File: config.mk
export PLATFORM = sky130hd
export DESIGN_NAME = cronometro_mmss_bcd
export DESIGN_NICKNAME = d
export VERILOG_FILES = /design/src/rtl/cronometro_pkg.sv /design/src/rtl/antirrebote.sv /design/src/rtl/cronometro_mmss_bcd.sv
export SDC_FILE = /design/constraint.sdc
export NUM_CORES = 1
export LEC_CHECK = 0
export ABC_AREA = 1
export BUFFER_PORTS_ARGS = -buffer_cell sky130_fd_sc_hd__buf_2
export CORE_MARGIN = 2
export CORE_UTILIZATION = 45
export CTS_CLUSTER_SIZE = 16
export DETAILED_ROUTE_END_ITERATION = 12
export RECOVER_POWER = 25
export SYNTH_ARGS = -nofsm -noshare
export SYNTH_HDL_FRONTEND = slang
export SYNTH_SLANG_ARGS = --single-unit
File: constraint.sdc
create_clock -name clock_50mhz -period 1.9 [get_ports clock_50mhz]
set_input_delay 0.095 -clock clock_50mhz [delete_from_list [all_inputs] [get_ports clock_50mhz]]
set_output_delay 0.095 -clock clock_50mhz [all_outputs]
set_load 0.02 [all_outputs]
File: src/rtl/cronometro_pkg.sv
// Shared definitions for the mm:ss stopwatch: state encoding, BCD limits, count helper.
package cronometro_pkg;

    typedef enum logic [1:0] {
        DETENIDO  = 2'd0,
        CORRIENDO = 2'd1,
        LIMITE    = 2'd2
    } estado_t;

    localparam logic [3:0]  BCD_MAX_UNITS = 4'd9;
    localparam logic [3:0]  BCD_MAX_TENS  = 4'd5;
    localparam logic [15:0] LIMITE_VALUE  = 16'h5959;

    // Advance {min_tens, min_units, sec_tens, sec_units} by one second (caller keeps it below the limit)
    function automatic logic [15:0] bcd_inc(input logic [15:0] d);
        logic [15:0] r;
        r = d;
        if (d[3:0] != BCD_MAX_UNITS) begin
            r[3:0] = d[3:0] + 4'd1;
        end else begin
            r[3:0] = 4'd0;
            if (d[7:4] != BCD_MAX_TENS) begin
                r[7:4] = d[7:4] + 4'd1;
            end else begin
                r[7:4] = 4'd0;
                if (d[11:8] != BCD_MAX_UNITS) begin
                    r[11:8] = d[11:8] + 4'd1;
                end else begin
                    r[11:8] = 4'd0;
                    if (d[15:12] != BCD_MAX_TENS) begin
                        r[15:12] = d[15:12] + 4'd1;
                    end else begin
                        r[15:12] = 4'd0;
                    end
                end
            end
        end
        return r;
    endfunction

endpackage

File: src/rtl/antirrebote.sv
// Pushbutton conditioner: 2-FF synchronizer, stability debounce, one-cycle press pulse.
module antirrebote #(
    parameter int unsigned DEB_CYCLES = 1_000_000
) (
    input  logic i_clk,
    input  logic i_rst_n,
    input  logic i_btn,
    output logic o_pulso
);

    localparam int unsigned CNT_W = (DEB_CYCLES > 1) ? $clog2(DEB_CYCLES) : 1;

    logic             r_sync1;
    logic             r_sync2;
    logic             r_estable;
    logic             r_pulso;
    logic [CNT_W-1:0] r_cnt;
    logic             w_fin;

    assign w_fin   = (r_cnt == CNT_W'(DEB_CYCLES - 1));
    assign o_pulso = r_pulso;

    // Bring the raw button into the clock domain
    always_ff @(posedge i_clk) begin
        if (!i_rst_n) begin
            r_sync1 <= 1'b0;
            r_sync2 <= 1'b0;
        end else begin
            r_sync1 <= i_btn;
            r_sync2 <= r_sync1;
        end
    end

    // Accept a new level only after it differs for DEB_CYCLES straight cycles; pulse on acceptance of 1
    always_ff @(posedge i_clk) begin
        if (!i_rst_n) begin
            r_estable <= 1'b0;
            r_cnt     <= '0;
            r_pulso   <= 1'b0;
        end else begin
            r_pulso <= 1'b0;
            if (r_sync2 != r_estable) begin
                if (w_fin) begin
                    r_estable <= r_sync2;
                    r_cnt     <= '0;
                    r_pulso   <= r_sync2;
                end else begin
                    r_cnt <= r_cnt + CNT_W'(1);
                end
            end else begin
                r_cnt <= '0;
            end
        end
    end

endmodule

File: src/rtl/cronometro_mmss_bcd.sv
// mm:ss BCD stopwatch: button conditioning, 1 Hz prescaler, run/stop/limit FSM, colon blink.
module cronometro_mmss_bcd #(
    parameter int unsigned CLK_HZ     = 50_000_000,
    parameter int unsigned TICK_HZ    = 1,
    parameter int unsigned DEB_CYCLES = 1_000_000
) (
    input  logic        clock_50mhz,
    input  logic        reset_n,
    input  logic        btn_start_stop,
    input  logic        btn_clear,
    output logic [15:0] digitos,
    output logic        corriendo,
    output logic        punto,
    output logic        tick_1hz,
    output logic        desborde
);

    import cronometro_pkg::*;

    localparam int unsigned PERIODO = CLK_HZ / TICK_HZ;
    localparam int unsigned PRESC_W = (PERIODO > 1) ? $clog2(PERIODO) : 1;
    localparam int unsigned MITAD   = PERIODO / 2;

    estado_t            r_estado;
    logic [15:0]        r_digitos;
    logic               r_corriendo;
    logic               r_desborde;
    logic               r_punto;
    logic               r_tick;
    logic [PRESC_W-1:0] r_presc;

    logic               w_start_stop;
    logic               w_clear;
    logic               w_wrap;
    logic               w_punto_run;
    logic [PRESC_W-1:0] w_presc_nxt;

    antirrebote #(.DEB_CYCLES(DEB_CYCLES)) u_deb_start (
        .i_clk   (clock_50mhz),
        .i_rst_n (reset_n),
        .i_btn   (btn_start_stop),
        .o_pulso (w_start_stop)
    );

    antirrebote #(.DEB_CYCLES(DEB_CYCLES)) u_deb_clear (
        .i_clk   (clock_50mhz),
        .i_rst_n (reset_n),
        .i_btn   (btn_clear),
        .o_pulso (w_clear)
    );

    assign w_wrap      = !w_clear && (r_estado == CORRIENDO) && (r_presc == PRESC_W'(PERIODO - 1));
    assign w_punto_run = (w_presc_nxt < PRESC_W'(MITAD));

    // Prescaler next value: advances only while running, holds while paused, cleared by clear
    always_comb begin
        w_presc_nxt = r_presc;
        if (w_clear) begin
            w_presc_nxt = '0;
        end else if (r_estado == CORRIENDO) begin
            w_presc_nxt = w_wrap ? '0 : r_presc + PRESC_W'(1);
        end
    end

    // Prescaler register and one-cycle tick on wrap
    always_ff @(posedge clock_50mhz) begin
        if (!reset_n) begin
            r_presc <= '0;
            r_tick  <= 1'b0;
        end else begin
            r_presc <= w_presc_nxt;
            r_tick  <= w_wrap;
        end
    end

    // Run/stop/limit FSM with BCD count; a tick is counted before a start_stop toggle
    always_ff @(posedge clock_50mhz) begin
        if (!reset_n || w_clear) begin
            r_estado    <= DETENIDO;
            r_digitos   <= '0;
            r_corriendo <= 1'b0;
            r_desborde  <= 1'b0;
            r_punto     <= 1'b1;
        end else begin
            if (r_tick && (r_digitos != LIMITE_VALUE)) begin
                r_digitos <= bcd_inc(r_digitos);
            end
            case (r_estado)
                DETENIDO: begin
                    if (w_start_stop) begin
                        r_estado    <= CORRIENDO;
                        r_corriendo <= 1'b1;
                        r_punto     <= w_punto_run;
                    end
                end
                CORRIENDO: begin
                    if (r_tick && (r_digitos == LIMITE_VALUE)) begin
                        r_estado    <= LIMITE;
                        r_corriendo <= 1'b0;
                        r_desborde  <= 1'b1;
                        r_punto     <= 1'b0;
                    end else if (w_start_stop) begin
                        r_estado    <= DETENIDO;
                        r_corriendo <= 1'b0;
                        r_punto     <= 1'b1;
                    end else begin
                        r_punto <= w_punto_run;
                    end
                end
                LIMITE: begin
                    r_punto <= 1'b0;
                end
                default: begin
                    r_estado    <= DETENIDO;
                    r_corriendo <= 1'b0;
                    r_desborde  <= 1'b0;
                    r_punto     <= 1'b1;
                end
            endcase
        end
    end

    assign digitos   = r_digitos;
    assign corriendo = r_corriendo;
    assign punto     = r_punto;
    assign tick_1hz  = r_tick;
    assign desborde  = r_desborde;

endmodule

==> impl_metrics.ini, run 1 <==
[sta]
slew_headroom_pct = 72.2
rsz0062_at_grt = yes
finalSetupViolCount = 19
hold_viol = 0
setup_tns_ns = -1.54
min_period_ns = 2.09
worstMarginPinSlew_ns = 0.413
max_freq_mhz = 479
finalCritPeriodShare_pct = 110
finalClockSkew_ns = 0.0100
layout_setup_ws_ns = -0.188
whs_ns = 0.415
slew_viol_final = 0

[run_status]
violations = setup timing
status = finished with violations

[clock_tree]
clockRootBuffer = clkbuf_8
cts_tree = yes
cts_sinks = 95
cts_buffer_depth = 2
clock_latency_ns = 0.37
cts_buffers = 9
clk_pin_slew_worst_paths_ns = 0.09
htree_levels = 3

[pwr]
comb_power_share_pct = 2.4
peakVddDrop_mv = 0.564
swShare_pct = 22.7
pwr-share-seq_pct = 61.1
internal-power_w = 0.00252
power_frac_clock_pct = 36.5
power.leakage_nw = 2.78
power.switching_w = 0.000740
cellPowerDensity_nw_per_um2 = 479

[yosys]
ys_ff_latch = 95
synthArstFlopShare_pct = 0
synth.top_cell.area_share_pct = 39.2
synth_area_leaders = dfxtp_1, nand2_1, nor2_1, inv_1, a21oi_1
synth_warnings = 0
yosys_most_used_dff = dfxtp_1
synth_edf_count = 0
synth_cell_type_count = 44
synth_area_leader_cell = dfxtp_1
synth.net_count = 707
ys_seq_area_share_pct = 39.2
syn_inst = 700
syn_avg_cell_area_um2 = 6.93
synth_area_um2 = 4850

[detailed_routing]
vias = 4958
drtAntennaViolNets = 0
via_per_inst = 4.95
drc = 0
first_iter_violations = 247
routed_wl_mm = 12.5
first_pass_iters = 4
wl_per_cell_um = 12.4

[finish]
post-route-cell-area_um2 = 6800
area_growth_pct = 40.2
num_antenna_cells = 0
final_nets = 870
fin_cells = 1002
drive_above_1_share_pct = 35.2
fill_cells = 922

[hold_path]
hold_path_class = register to register
hp-start = u_deb_start.r_sync1

[setup_path]
path_class = register to register
crit_end = u_deb_clear.r_cnt[12]
cp_slowest_cell = dfxtp_2
max_stage_delay_ns = 0.35
worst-r2r-cell-count = 15
crit_path_max_fanout = 2
worstPathRequired_ns = 2.15
r2r_end = u_deb_clear.r_cnt[12]
startpoint_type = register
path_cells = buf_6 -> ha_4 -> nand2_4 -> nor2_4 -> inv_2 -> nor2_4 -> nand3_2 -> nor2_4 -> nand2_2 -> buf_6 -> buf_4 -> buf_4 -> buf_6 -> nor3_1 -> nor3_2
crit_path_start = u_deb_clear.r_cnt[0]
cp-end-kind = register
ff2ff_setup_slack_ns = -0.19
crit_arrival_ns = 2.34
timing.rr.start = u_deb_clear.r_cnt[0]

[grt]
grt_pass1_vias = 4547
grt_overflow = 0
antenna_found_initial = 0
gr-usage-all-layers_pct = 21.6
grt_pass1_wl_mm = 20.1
grt_max_degree = 21

[placement]
dp_hpwl_mm = 8.87
place.gp.congestion = 0.903
dpl.cell_count = 955
dpl-instance-area_um2 = 5890
portBuffers = 23

[floorplan]
dieArea_um2 = 11600
core_area_um2 = 10400
rows = 37
start_util_pct = 46.5
die_height_um = 108
die_w_um = 108
ios = 24

[flow_run]
cap_violations = 0
cells in the mapped netlist (all sizes together) (2+ instances only):
library cell / instances
o22ai: 2
inv: 104
nand3: 45
o21a: 6
xnor2: 2
nand3b: 2
ha: 3
nand4: 19
nor2: 128
o21ai: 15
nor3b: 10
xor2: 7
a31oi: 2
and3: 2
o21ba: 2
o211ai: 3
dfxtp: 95
nor4: 10
nor3: 31
or2: 6
clkbuf: 6
buf: 3
nand2: 152
a21oi: 39
power groups by stage:
stage	combinational (W)	clock (W)	sequential, W
3_3_place_gp	0.0000582	0	0.00204
4_1_cts	0.0000675	0.00123	0.00199
2_1_floorplan	0.0000356	0	0.00204
6_report	0.0000777	0.00119	0.00199
5_1_grt	0.0000860	0.00132	0.00199
3_5_place_dp	0.0000588	0	0.00204
layout by cell type, fill, tap and decap left out, drive strengths merged:
cell type / netlist / final
a21oi: 39 / 39
nor3: 31 / 31
a31oi: 2 / 2
o21ai: 15 / 15
a221oi: 1 / 1
nor4b: 1 / 1
and3: 2 / 2
dlygate4sd3: 0 / 5
xnor2: 2 / 2
nor4: 10 / 10
nor3b: 10 / 10
clkinv: 0 / 2
inv: 104 / 105
or2: 6 / 6
xor2: 7 / 7
nand3: 45 / 45
o31ai: 1 / 1
nor2: 128 / 128
o21a: 6 / 6
o22ai: 2 / 2
a21o: 1 / 1
clkbuf: 6 / 31
nand3b: 2 / 2
nand4: 19 / 19
o21ba: 2 / 2
buf: 3 / 136
nor2b: 1 / 1
o211ai: 3 / 3
nand2: 152 / 152
a211oi: 1 / 1
ha: 3 / 3
dfxtp: 95 / 95
what timing repair did:
item,4_1_cts,5_1_grt
buffers inserted,11,16
setup endpoints to repair,9,43
resized for setup,29,120
gates cloned,0,1
hold buffers,5,0
pin swaps,11,34
hold endpoints to repair,4,0
worst max-delay path: cells and delay by family, from the launching register on:
kind / cells / cell delay, ns
AND/OR/NAND/NOR: 8 / 0.87
buffers and inverters: 6 / 0.62
flip-flops: 1 / 0.35
adder cells (fa/ha/maj): 1 / 0.14
area by class of cell:
| cell class | count | area (um^2) | share of cell area, % |
|---|---|---|---|
| Multi-Input combinational cell | 492 | 2950 | 43.4 |
| Clock buffer | 11 | 141 | 2.08 |
| Tap cell | 136 | 170 | 2.50 |
| Sequential cell | 95 | 1940 | 28.5 |
| Clock inverter | 3 | 18.8 | 0.276 |
| Timing Repair Buffer | 161 | 1190 | 17.5 |
| Inverter | 104 | 393 | 5.78 |
metal layers:
layer / up-vias / part of all wire (%) / GRT usage [%]
met5: - / 0 / 0
met1: 2273 / 45 / 27.5
met2: 91 / 49 / 36.7
met3: 20 / 3.9 / 3.27
met4: 0 / 2.0 / 8.24
li1: 2574 / - / -
kinds of logic (layout without fill, tap and decap cells):
family	count (synthesis)	count (layout)	synth area share (%)
fa+ha+maj	3	3	0.774
buf+inv	113	279	9.08
simple gates	407	407	40.4
xor+xnor	9	9	1.78
compound gates	73	73	8.75
flops	95	95	39.2
flip-flops by register name, summed over array words and instances, names as in the netlist:
name                   cells
u_deb_start.r_sync2        1
u_deb_start.r_cnt         20
u_deb_clear.o_pulso        1
u_deb_start.o_pulso        1
r_estado                   2
punto                      1
desborde                   1
u_deb_clear.r_sync2        1
r_presc                   26
tick_1hz                   1
u_deb_start.r_estable      1
u_deb_clear.r_cnt         20
u_deb_clear.r_sync1        1
digitos                   16
u_deb_start.r_sync1        1
u_deb_clear.r_estable      1
metrics by stage:
| step | total power (W) | utilization [%] | setup slack, ns |
|---|---|---|---|
| after floorplan | 0.00208 | - | 0.00475 |
| after global placement | 0.00210 | 56.5 | -0.220 |
| after detailed placement | 0.00210 | 56.5 | -0.234 |
| after CTS | 0.00329 | 60.2 | -0.121 |
| after global routing | 0.00340 | 65.3 | -0.323 |
| final | 0.00326 | 65.3 | -0.188 |
worst min-delay path by stage:
| stage | endpoint | slack, ns | depth (start not counted) |
|---|---|---|---|
| after global placement | u_deb_clear.r_sync1 | 0.28 | 3 |
| after detailed placement | u_deb_clear.r_sync1 | 0.28 | 3 |
| after floorplan | u_deb_clear.r_sync1 | 0.19 | 2 |
| final | u_deb_start.r_sync2 | 0.42 | 2 |
| after CTS | u_deb_start.r_sync2 | 0.42 | 2 |
| after global routing | u_deb_start.r_sync2 | 0.43 | 2 |
(Power assumes the default switching activity.)
==> run 2, diff against run 1 <==
==> constraint.sdc (replaced) <==
create_clock -name clock_50mhz -period 2.7 [get_ports clock_50mhz]
set_input_delay 0.135 -clock clock_50mhz [delete_from_list [all_inputs] [get_ports clock_50mhz]]
set_output_delay 0.135 -clock clock_50mhz [all_outputs]
set_load 0.02 [all_outputs]
==> impl_metrics.ini, run 2 (synthesized netlist as in run 1, its figures left out) <==
[sta]
slew_viol_final = 0
hold_viol = 0
slew_headroom_pct = 58.5
max_freq_mhz = 428
setup_tns_ns = 0
worstMarginPinSlew_ns = 0.622
min_period_ns = 2.34
finalCritPeriodShare_pct = 86.6
rsz0062_at_grt = no
finalClockSkew_ns = 0.0138
finalSetupViolCount = 0

[clock_tree]
clock_latency_ns = 0.38
cts_buffer_depth = 2
cts_resized = 0
clockRootBuffer = clkbuf_8
cts_buffers = 9
cts_tree = yes
clk_pin_slew_worst_paths_ns = 0.10
cts_sinks = 95
htree_levels = 3

[floorplan]
dieArea_um2 = 11600
ios = 24
core_area_um2 = 10400
rows = 37
die_w_um = 108
die_height_um = 108
start_util_pct = 46.5

[pwr]
cellPowerDensity_nw_per_um2 = 474
peakVddDrop_mv = 0.489
power.total_w = 0.00253
power.leakage_nw = 1.95

[placement]
dpl.cell_count = 855
dp_hpwl_mm = 7.68
portBuffers = 23
place.gp.congestion = 0.926
dpl-instance-area_um2 = 5120

[detailed_routing]
vias = 4375
drc = 0
first_pass_iters = 5
drtAntennaViolNets = 0
first_iter_violations = 269
via_per_inst = 5.01
routed_wl_mm = 10.2
wl_per_cell_um = 11.7

[finish]
layout_common_cells = nand2_1, nor2_1, inv_1, dfxtp_1
largest_reg_flops = 26
regArea_um2 = 1900
final_nets = 739
fin_cells = 873
final_common_cell = nand2_1
multi_input_area_um2 = 2510
num_antenna_cells = 0
post-route-cell-area_um2 = 5340
fill_cells = 1060
area_growth_pct = 10.1
drive_above_1_share_pct = 11.0
reg_top3 = r_presc: 26 flops, u_deb_clear.r_cnt: 20 flops, u_deb_start.r_cnt: 20 flops
top_register = r_presc

[grt]
grt_max_degree = 18
antenna_found_initial = 0
grt_pass1_vias = 4034
grt_pass1_wl_mm = 18.2
grt.met2_usage_pct = 30.4
gr-usage-all-layers_pct = 19.5
top_usage_layer = met2
met1_usage_pct = 26.7
grt_overflow = 0
grt_use_met3_pct = 4.06

[setup_path]
crit_arrival_ns = 2.62
crit_path_max_fanout = 12
startpoint_type = register
crit_path_start = r_estado[0]
path_class = register to register
timing.rr.start = r_estado[0]
cp-end-kind = register
worstPathRequired_ns = 2.98

[hold_path]
hp-start = reset_n
hold_path_class = input port to register

[flow_run]
cap_violations = 0

[run_status]
status = complete, no violations
## run 2: changes by cell type in the layout (fill, tap and decap cells not counted), sizes merged
cell	delta
buf	-129
dlygate4sd3	-3
inv	+3
bufinv	+2
clkbuf	-1
clkinv	-1
## run 2: per-layer routing
metal | vias up | part of all wire, % | wire, um
li1 | 2317 | - | -
met1 | 1966 | 48 | 4930
met2 | 75 | 45 | 4570
met3 | 17 | 5.6 | 570
met4 | 0 | 1.4 | 144
met5 | - | 0 | 0
## run 2: worst paths after layout
check	end	slack [ns]	depth (start not counted)
worst min-delay path	u_deb_clear.r_sync2	0.03	3
worst max-delay path	punto	0.36	18
worst max register to register	punto	0.36	18
worst min register to register	u_deb_clear.r_sync2	0.42	2
## run 2: cell type report
class                   instances  share of cell area (%)
clock inverters                 7                    1.92
multi-input cells             492                    46.9
inverters                     104                    7.31
repair buffers                 30                    2.70
clock buffers                   9                    2.32
flip-flops and latches         95                    35.6
well taps                     136                    3.19
## run 2: timing repair
item / CTS / global route
hold buffers: 2 / 0
hold endpoints to repair: 2 / 0
setup buffers: 0 / 0
endpoints found under the setup margin: 0 / 0
## run 2: report_power, final
part,internal [W],switching [W]
logic,0.0000119,0.0000265
registers,0.00140,0.00000150
clock network,0.000537,0.000549
total,0.00195,0.000577
## run 2: per-stage QoR
stage	worst slack, ns	util, %	hold WS [ns]
6_report	0.362	51.3	0.0253
5_1_grt	0.142	51.3	0.0224
3_5_place_dp	0.389	49.2	0.325
2_1_floorplan	0.798	-	0.233
4_1_cts	0.358	51.5	0.00988
3_3_place_gp	0.476	49.2	0.318
## run 2: worst max-delay path, cell delays in order, from the launching register on
cell and delay (ns):
dfxtp_1 0.49, inv_2 0.11, nor2_4 0.25, nand2_1 0.08, nor2_1 0.12, nand2_1 0.08, nor2_2 0.09, nor2_2 0.12
nand3_1 0.17, nor2b_1 0.17, nand3_1 0.09, nand3_1 0.11, nand2_1 0.06, nand2_1 0.06, nand2_1 0.05, nand2_1 0.05
nand2_1 0.04, nand2_1 0.05, nand2_1 0.04
==> run 3, diff against run 2 <==
--- a/config.mk
+++ b/config.mk
@@ -5,7 +5,6 @@
 export SDC_FILE = /design/constraint.sdc
 export NUM_CORES = 1
 export LEC_CHECK = 0
-export ABC_AREA = 1
 export BUFFER_PORTS_ARGS = -buffer_cell sky130_fd_sc_hd__buf_2
 export CORE_MARGIN = 2
 export CORE_UTILIZATION = 45
==> impl_metrics.ini, run 3 <==
[sta]
slew_headroom_pct = 63.5
slew_viol_final = 0
finalClockSkew_ns = 0.00994
worstMarginPinSlew_ns = 0.544
rsz0062_at_grt = no
finalSetupViolCount = 0
min_period_ns = 2.62
max_freq_mhz = 382
hold_viol = 0
finalCritPeriodShare_pct = 96.9
setup_tns_ns = 0

[clock_tree]
htree_levels = 3
cts_setup_buffers = 0
cts_tree = yes
cts_sinks = 95
clk_pin_slew_worst_paths_ns = 0.10
cts_buffer_depth = 2
clockRootBuffer = clkbuf_8
cts_buffers = 9
clock_latency_ns = 0.36

[floorplan]
dieArea_um2 = 10600
ios = 24
die_w_um = 103
rows = 36
core_area_um2 = 9640
start_util_pct = 45.8
die_height_um = 103

[grt]
grt_overflow = 0
gr-usage-all-layers_pct = 17.3
grt_pass1_vias = 3307
grt_max_degree = 27
grt_pass1_wl_mm = 14.7
antenna_found_initial = 0

[detailed_routing]
first_pass_iters = 4
drc = 0
first_iter_violations = 119
wl_per_cell_um = 12.4
vias = 3414
drtAntennaViolNets = 0
via_per_inst = 5.03
routed_wl_mm = 8.40

[yosys]
synth.net_count = 512
synth_area_leader_cell = dfxtp_1
ys_seq_area_share_pct = 43.1
synthArstFlopShare_pct = 0
yosys_most_used_dff = dfxtp_1
syn_inst = 505
netlist_top_cells_count = dfxtp_1, nor2_1, xor2_1, nand2_1, xnor2_1
synth_warnings = 0
ys_ff_latch = 95
synth_area_um2 = 4410
synth_edf_count = 0
synth.top_cell.area_share_pct = 43.1
synth_area_leaders = dfxtp_1, nor2_1, xor2_1, xnor2_1, nand3_1
syn_avg_cell_area_um2 = 8.74
synth_cell_type_count = 52

[finish]
drive_above_1_share_pct = 10.6
layout_common_cells = nor2_1, dfxtp_1, xor2_1, nand2_1, xnor2_1
final_nets = 548
area_growth_pct = 10.9
final_util_pct = 50.8
final_common_cell = nor2_1
num_antenna_cells = 0
regArea_um2 = 1900
top_register = r_presc
reg_top3 = r_presc: 26 flops, u_deb_clear.r_cnt: 20 flops, u_deb_start.r_cnt: 20 flops
multi_input_area_um2 = 2360
fill_cells = 962
largest_reg_flops = 26

[run_status]
status = complete, no violations

[pwr]
cellPowerDensity_nw_per_um2 = 469
peakVddDrop_mv = 0.289
power.leakage_nw = 1.72

[setup_path]
cp-end-kind = register
startpoint_type = register
path_class = register to register
crit_arrival_ns = 2.86
worstPathRequired_ns = 2.95
crit_path_max_fanout = 4

[placement]
portBuffers = 23
dp_hpwl_mm = 5.94
place.gp.congestion = 0.880

[hold_path]
hold_path_class = input port to register

[flow_run]
cap_violations = 0
-- run 3: changes by cell type after synthesis, moves of 16 or more --
| cell | before | now |
|---|---|---|
| xor2_1 | 6 | 39 |
| inv_1 | 99 | 13 |
| a21oi_1 | 39 | 13 |
| nor3_1 | 27 | 9 |
| nor2_2 | 16 | 0 |
| xnor2_1 | 2 | 30 |
| and3_1 | 2 | 19 |
| nand2_1 | 146 | 30 |
-- run 3: cell families after synthesis --
group	after synthesis	share of synthesized area [%]
buffers and inverters	31	3.74
flip-flops	95	43.1
AND/OR/NAND/NOR	263	31.6
AO/OA/AOI/OAI	35	4.88
adder cells (fa/ha/maj)	3	0.851
XOR/XNOR	69	13.7
multiplexers	9	2.15
-- run 3: cell type report --
cell class / count / share of cell area [%]
Clock buffer: 9 / 2.53
Multi-Input combinational cell: 379 / 48.2
Clock inverter: 7 / 1.10
Tap cell: 133 / 3.40
Sequential cell: 95 / 38.9
Inverter: 13 / 0.997
Timing Repair Buffer: 43 / 4.88
-- run 3: power breakdown --
part	total (W)	switching, W	internal (W)
Clock	0.000860	0.000517	0.000343
Sequential	0.00141	0.00000207	0.00140
Combinational	0.0000291	0.0000196	0.00000948
-- run 3: per-layer routing --
layer	global-route usage, %	vias to the layer above	part of all wire [%]	wire length [um]
li1	-	1804	-	-
met1	22.7	1565	50	4190
met2	28.6	32	46	3890
met3	3.59	13	2.4	202
met4	5.47	0	1.5	126
met5	0	-	0	0
-- run 3: final timing paths --
kind | cells after the start | endpoint | slack, ns | start
max | 9 | punto | 0.08 | r_presc[1]
min | 2 | u_deb_clear.r_estable | 0.10 | reset_n
max reg2reg | 9 | punto | 0.08 | r_presc[1]
min reg2reg | 1 | u_deb_clear.r_sync2 | 0.43 | u_deb_clear.r_sync1
-- run 3: worst max-delay path, stage by stage (launching register included) --
cell and delay (ns):
dfxtp_2 0.35, ha_1 0.21, and4b_2 0.29, nand4_1 0.13, mux2_2 0.36, o221a_2 0.26, o31a_1 0.29, a221o_1 0.34
a211oi_2 0.21, o21ai_1 0.08
-- run 3: timing repair --
action,in CTS,in global routing
setup endpoints to repair,1,1
endpoints found under the hold margin,2,0
hold buffers,2,0
pin swaps,0,3
gates resized for setup,2,2
-- run 3: metrics by stage --
| step | area, um^2 | std cells | hold slack [ns] | total power (W) | setup slack [ns] |
|---|---|---|---|---|---|
| after floorplan | 4410 | 505 | 0.262 | 0.00146 | 0.0806 |
| after global placement | 4710 | 661 | 0.345 | 0.00147 | 0.0925 |
| after detailed placement | 4710 | 661 | 0.345 | 0.00147 | -0.00299 |
| after CTS | 4920 | 679 | 0.0946 | 0.00233 | 0.0186 |
| after global routing | 4890 | 679 | 0.102 | 0.00239 | 0.0124 |
| final | 4890 | 679 | 0.103 | 0.00229 | 0.0848 |
